`config.mk`:
```
export PLATFORM = sky130hd
export DESIGN_NAME = sram_port_arbiter
export DESIGN_NICKNAME = d
export VERILOG_FILES = /design/src/rtl/sram_port_arbiter.sv
export SDC_FILE = /design/constraint.sdc
export NUM_CORES = 1
export LEC_CHECK = 0
export ABC_CLOCK_PERIOD_IN_PS = 2080
export CAP_MARGIN = 10
export CORE_MARGIN = 4
export CORE_UTILIZATION = 30
export CTS_BUF_LIST = sky130_fd_sc_hd__clkbuf_16
export CTS_CLUSTER_SIZE = 25
export DETAILED_ROUTE_END_ITERATION = 8
export PLACE_DENSITY = 0.73
export SYNTH_ARGS = -nofsm -noshare
export SYNTH_HDL_FRONTEND = slang
export SYNTH_SLANG_ARGS = --single-unit
```
`constraint.sdc`:
```
create_clock -name clk1 -period 2.08 [get_ports clk1]
set_input_delay 0.416 -clock clk1 [delete_from_list [all_inputs] [get_ports clk1]]
set_output_delay 0.416 -clock clk1 [all_outputs]
set_load 0.1 [all_outputs]
```
`src/rtl/sram_port_arbiter.sv`:
```
// Round-robin two-port arbiter/sequencer driving the single-port SRAM strobes; write 2 cycles, read 3 cycles to rvalid.
// Losing requester waits at most one access; optional shadow-parity check under PARITY_CHECK_EN.
module sram_port_arbiter #(
  parameter int MEM_WIDTH = 16,
  parameter int ADD_SIZE  = 10,
  parameter int MEM_DEPTH = 1024
) (
  input  logic                 clk1,
  input  logic                 rst_n,
  input  logic                 a_req,
  input  logic                 a_we,
  input  logic [ADD_SIZE-1:0]  a_addr,
  input  logic [MEM_WIDTH-1:0] a_wdata,
  input  logic                 b_req,
  input  logic                 b_we,
  input  logic [ADD_SIZE-1:0]  b_addr,
  input  logic [MEM_WIDTH-1:0] b_wdata,
  output logic                 a_gnt,
  output logic                 b_gnt,
  output logic                 a_rvalid,
  output logic                 b_rvalid,
  output logic [MEM_WIDTH-1:0] rdata,
  output logic                 busy,
  output logic                 mem_blk_sel,
  output logic                 mem_rd_en,
  output logic                 mem_wr_en,
  output logic [ADD_SIZE-1:0]  mem_addr,
  output logic [MEM_WIDTH-1:0] mem_din,
  input  logic [MEM_WIDTH-1:0] mem_dout,
  input  logic                 mem_parity
`ifdef PARITY_CHECK_EN
  ,
  output logic                 parity_err,
  output logic                 parity_err_sticky
`endif
);

  typedef enum logic [1:0] {IDLE, ACCESS, CAPTURE} state_t;

  state_t               state, state_nxt;
  logic                 last_b, last_b_nxt;
  logic                 pick_b;
  logic                 a_gnt_nxt, b_gnt_nxt, a_rv_nxt, b_rv_nxt;
  logic                 blk_nxt, rd_nxt, wr_nxt;
  logic [ADD_SIZE-1:0]  addr_nxt;
  logic [MEM_WIDTH-1:0] din_nxt, rdata_nxt;

  always_comb begin
    state_nxt  = state;
    last_b_nxt = last_b;
    a_gnt_nxt  = 1'b0;
    b_gnt_nxt  = 1'b0;
    a_rv_nxt   = 1'b0;
    b_rv_nxt   = 1'b0;
    blk_nxt    = 1'b0;
    rd_nxt     = 1'b0;
    wr_nxt     = 1'b0;
    addr_nxt   = mem_addr;
    din_nxt    = mem_din;
    rdata_nxt  = rdata;
    // B wins when alone, or on a tie when A was served last
    pick_b     = b_req & (~a_req | ~last_b);
    unique case (state)
      IDLE: begin
        if (a_req | b_req) begin
          state_nxt  = ACCESS;
          last_b_nxt = pick_b;
          a_gnt_nxt  = ~pick_b;
          b_gnt_nxt  = pick_b;
          blk_nxt    = 1'b1;
          wr_nxt     = pick_b ? b_we : a_we;
          rd_nxt     = ~wr_nxt;
          addr_nxt   = pick_b ? b_addr : a_addr;
          din_nxt    = pick_b ? b_wdata : a_wdata;
        end
      end
      ACCESS: begin
        if (mem_rd_en) begin
          state_nxt = CAPTURE;
          blk_nxt   = 1'b1;
          rd_nxt    = 1'b1;
        end else begin
          state_nxt = IDLE;
        end
      end
      CAPTURE: begin
        state_nxt = IDLE;
        rdata_nxt = mem_dout;
        a_rv_nxt  = ~last_b;
        b_rv_nxt  = last_b;
      end
      default: state_nxt = IDLE;
    endcase
  end

  always_ff @(posedge clk1 or negedge rst_n) begin
    if (!rst_n) begin
      state       <= IDLE;
      last_b      <= 1'b1;
      a_gnt       <= 1'b0;
      b_gnt       <= 1'b0;
      a_rvalid    <= 1'b0;
      b_rvalid    <= 1'b0;
      rdata       <= '0;
      busy        <= 1'b0;
      mem_blk_sel <= 1'b0;
      mem_rd_en   <= 1'b0;
      mem_wr_en   <= 1'b0;
      mem_addr    <= '0;
      mem_din     <= '0;
    end else begin
      state       <= state_nxt;
      last_b      <= last_b_nxt;
      a_gnt       <= a_gnt_nxt;
      b_gnt       <= b_gnt_nxt;
      a_rvalid    <= a_rv_nxt;
      b_rvalid    <= b_rv_nxt;
      rdata       <= rdata_nxt;
      busy        <= (state_nxt != IDLE);
      mem_blk_sel <= blk_nxt;
      mem_rd_en   <= rd_nxt;
      mem_wr_en   <= wr_nxt;
      mem_addr    <= addr_nxt;
      mem_din     <= din_nxt;
    end
  end

`ifdef PARITY_CHECK_EN
  logic [MEM_DEPTH-1:0] shadow;
  logic                 par_bad;

  assign par_bad = (mem_parity != shadow[mem_addr]);

  always_ff @(posedge clk1 or negedge rst_n) begin
    if (!rst_n) begin
      shadow            <= '0;
      parity_err        <= 1'b0;
      parity_err_sticky <= 1'b0;
    end else begin
      parity_err <= 1'b0;
      if (state == ACCESS && mem_wr_en)
        shadow[mem_addr] <= ^mem_din;
      // judged at the same edge that raises rvalid, so the pulses line up
      if (state == CAPTURE) begin
        parity_err <= par_bad;
        if (par_bad)
          parity_err_sticky <= 1'b1;
      end
    end
  end
`else
  logic unused_parity;
  assign unused_parity = mem_parity ^ (MEM_DEPTH > 0);
`endif

endmodule
```
Word-level counts from Yosys, hierarchy flattened
Cells that the tools add are included.
{"block": "totals", "inputBits": 75, "out_inout_bits": 50, "wordCells": 44, "reg_bits": 53}
{"block": "classes", "bitwise_logic": 7, "eq_ne": 2, "n_reduce_logical": 3, "n_mux": 19}
{"operator": "$mux W16", "count": 1}
{"operator": "$mux W1", "count": 12}
{"operator": "$mux W10", "count": 1}
{"operator": "$mux W2", "count": 2}
{"operator": "$not A1 Y1", "count": 4}
{"operator": "$pmux W1 S2", "count": 2}
{"operator": "$pmux W2 S2", "count": 1}
{"operator": "$eq A2 B1 Y1 const B", "count": 1}
{"operator": "$eq A2 B2 Y1 const B", "count": 1}
{"operator": "$logic_not A2 Y1", "count": 1}
{"operator": "$or A1 B1 Y1", "count": 2}
{"operator": "$reduce_and A2 Y1", "count": 1}
{"operator": "$reduce_bool A2 Y1", "count": 1}
{"operator": "$and A1 B1 Y1", "count": 1}

Depth between registers and ports, before layout
{"block": "logic_depth", "word_depth": 7, "depth_mapped": 6, "depth_no_buf": 4}

Worst setup path before layout
Ideal clock, no wire load.
{"block": "synth_timing", "path_kind": "input to register", "start": "in a_req", "end": "reg mem_din[10]", "setup_slack_ps": 529, "cell_stages": 6, "setup_ps": 126, "required_time_ps": 1954, "arrival_time_ps": 1425, "cell_sequence": "or2_1 -> buf_6 -> and3_4 -> buf_6 -> buf_6 -> a221o_1"}
{"block": "synth_between", "elab_chain_len": 4, "word_cells_on_any_way": 6}
{"element": "from (decl)", "line": "10", "source": "input logic a_req,"}
{"element": "$not A1 Y1", "line": "62", "source": "pick_b = b_req & (~a_req | ~last_b);"}
{"element": "$or A1 B1 Y1", "line": "62"}
{"element": "$and A1 B1 Y1", "line": "62"}
{"element": "$mux W16", "line": "74", "source": "din_nxt = pick_b ? b_wdata : a_wdata;"}
{"element": "to (signal assigned)", "line": "124", "source": "mem_din <= din_nxt;"}
{"element": "to (decl)", "line": "28", "source": "output logic [MEM_WIDTH-1:0] mem_din,"}
Several ways; a longest one is shown, not always the timed one.
A chain may end at the register's enable or synchronous reset.

Worst setup path after layout
{"block": "layout_timing", "start": "in a_req", "end": "reg mem_addr[3]"}
{"block": "layout_between", "elab_chain_len": 4, "word_cells_on_any_way": 6}
{"element": "$not A1 Y1", "line": "62"}
{"element": "$or A1 B1 Y1", "line": "62"}
{"element": "$and A1 B1 Y1", "line": "62"}
{"element": "$mux W10", "line": "73", "source": "addr_nxt = pick_b ? b_addr : a_addr;"}
{"element": "to (signal assigned)", "line": "123", "source": "mem_addr <= addr_nxt;"}
{"element": "to (decl)", "line": "27", "source": "output logic [ADD_SIZE-1:0] mem_addr,"}
Several ways; a longest one is shown, not always the timed one.

==> Implementation_results.wiki <==
{| class="wikitable"
! Metric !! Value
|-
| Outcome || completed
|-
| Final weighted congestion in routability-driven placement || 0.7137
|-
| Final setup violating endpoints || 0
|-
| Maximum clock skew at final layout || 0.005375 ns
|-
| Total Die Area || between 8000 and 9000 um2
|-
| Number of nets at the end of the flow || 380
|-
| Setup TNS || 0 ns
|-
| Beginning of the worst register-to-register path || state[1]
|-
| Number of nets in the synthesized netlist || between 200 and 300
|-
| Maximum level of the CTS H-tree || 2
|-
| Total global routing track utilization || 0.1421
|-
| Number of maximum-capacitance constraint violations || 0
|-
| Vias per inst || 4.699
|-
| Number of nets with antenna violations after detailed routing || 0
|-
| Endpoint of the most critical register-to-register path || mem_addr[3]
|-
| Count of buffers from port buffering || 123
|-
| CTS tree || yes
|-
| R2R setup slack || 0.45 ns
|-
| Combined area of the multi-input logic cells || ~760 um2
|-
| Final WL || approximately 6000 um
|-
| Pre-antenna DRT Iters || 4
|-
| Most used flip-flop cell after synthesis || dfrtp_1
|-
| Path category of the worst min-delay check || in2async
|-
| Worst Setup Path Type || in2reg
|-
| Peak fanout along the critical path || 15
|-
| Seq cells post-synth || 53
|-
| Most common cell after layout, fill and taps aside || clkdlybuf4s50_1
|-
| CTS Sinks || 53
|-
| Fin crit share || 0.8021
|-
| Number of buffers added for setup after CTS || 0
|-
| Async S/R FF share, synth || 1.000
|-
| Fmax || 599.4 MHz
|-
| Area of the mapped netlist || between 2000 and 2500 um2
|-
| Number of design rule violations left after detail routing || 0
|-
| Gate count of the mapped netlist || 180
|-
| Number of buffers created by CTS || 5
|-
| Proportion of synthesized chip area in sequential cells || 0.6112
|-
| Wire length of the first global-routing pass || approximately 9700 um
|-
| Number of enable flip-flop cells after synthesis || 0
|-
| Vertical extent of the die || 93.09 um
|-
| Worst path arrival time || 1.80 ns
|-
| Die Span X || between 90 and 100 um
|-
| Most frequent cells in the layout || clkdlybuf4s50_1 (72), buf_4 (57), dfrtp_1 (52)
|-
| Slew @ Worst Pin || 0.5101 ns
|-
| Average size of a mapped cell || 12.07 um2
|-
| Required arrival time at the worst endpoint || 2.21 ns
|-
| Count of distinct cell types in the synthesized netlist || 25
|-
| Avg WL per Cell || 15.02 um
|-
| R2R cell count || 4
|-
| Largest net degree at the start of global routing || 34
|-
| Initial core utilization || 0.3145
|-
| Slew Viols, Final || 0
|-
| Storage cell area || 1328 um2
|-
| DRT iter0 DRCs || 84
|-
| Number of filler instances in the final layout || ~640
|-
| Number of standard-cell rows in the floorplan || 30
|-
| Area grow syn2layout || 62.56%
|-
| Min cycle time layout || 1.668 ns
|-
| Latest clock arrival within the worst-skew pair || ~0.28 ns
|-
| Root buf cell || clkbuf_16
|-
| Kind of start point of the critical path || primary input
|-
| Category of the worst setup path capture point || flop
|-
| Aggregate global routing overflow || 0
|-
| Post-cts gate resize count || 0
|-
| Standard cell core area || 6907 um2
|-
| Fraction of final layout cells sized beyond drive strength 1 || 0.2941
|-
| Number of hold violations in the final report || 0
|-
| Relative slew slack || 0.6599
|-
| Via count of the first global-routing pass || between 1.5k and 2k
|-
| Hold-fix buffer count after cts || 0
|-
| Antenna violations before repair || 0
|-
| Vias after detailed routing || 1889
|-
| Ant. Diodes || 0
|-
| DP HPWL || 4670 um
|-
| Clock-pin transition on the worst setup and hold timing paths || 0.07 ns
|-
| Unrepaired setup endpoints after global routing || no
|-
| Total of warnings raised by yosys || 0
|-
| Clock tree buffer depth || 2
|-
| Boundary pin count || approximately 130
|}
==> cells by family (layout without fill, tap and decap cells) <==
kind of cell    Yosys count  after routing  share of synthesized area
compound gates           45             45                     0.1486
simple gates             51             51                     0.1158
buf+inv                  15            141                    0.04148
flops                    53             53                     0.6112
mux                      16             16                    0.08295
==> synth_stat cells (2+ instances only) <==
master / number / area (um2)
a21oi_1: 13 / 65.06
a221o_1: 14 / 140.1
a31oi_1: 12 / 75.07
and3_1: 14 / 87.58
buf_2: 6 / 30.03
buf_6: 3 / 33.78
clkbuf_1: 3 / 11.26
dfrtp_1: 52 / 1301
inv_1: 2 / 7.510
mux2_2: 16 / 180.2
nand2_1: 27 / 101.4
nor2_1: 4 / 15.01
o21ai_0: 2 / 10.01
==> final cells by class <==
type / count / share of cell area
inverter: 2 / 0.002126
clock buffer: 5 / 0.03544
tap: 96 / 0.03402
clock inverter: 3 / 0.005315
timing repair buffer: 131 / 0.3324
sequential: 53 / 0.3760
multi-input combinational: 112 / 0.2147
==> layer usage <==
metal	GRT usage	part of all wire	up-vias
li1	-	-	903
met3	0.03540	0.078	11
met2	0.2394	0.49	86
met5	0	0	-
met1	0.1735	0.41	889
met4	0.05861	0.021	0
==> state kept, by name, summed over array words and instances, names as in the netlist <==
name         count
a_gnt            1
a_rvalid         1
b_gnt            1
b_rvalid         1
busy             1
last_b           1
mem_addr        10
mem_blk_sel      1
mem_din         16
mem_rd_en        1
mem_wr_en        1
rdata           16
state            2
==> worst max-delay path by stage <==
stage | startpoint | endpoint | slack (ns) | cells past startpoint
floorplan | a_req | mem_din[10] | 0.53 | 6
global placement | a_req | mem_rd_en | 0.14 | 5
detailed placement | a_req | mem_addr[3] | 0.11 | 5
CTS | a_req | mem_addr[3] | 0.41 | 5
global route | a_req | mem_addr[6] | 0.23 | 5
finish | a_req | mem_addr[3] | 0.41 | 5
==> stage by stage <==
step	setup slack, ns	instances	hold slack, ns	util	instance area (um2)
3_5_place_dp	0.1128	394	0.4167	0.4904	3387
6_report	0.4117	402	0.09194	0.5112	3531
5_1_grt	0.2270	402	0.1255	0.5112	3531
2_1_floorplan	0.5290	180	0.1204	-	2172
4_1_cts	0.4120	402	0.1066	0.5112	3531
3_3_place_gp	0.1355	394	0.4144	0.4904	3387
==> critical path: stages <==
cell	delay, ns
clkdlybuf4s50_1	0.51
or2_1	0.21
nand2_2	0.11
inv_1	0.40
a31oi_1	0.16
Power is not shown: default switching activity piles up to over one toggle a cycle in this logic, so the estimate is an artifact.
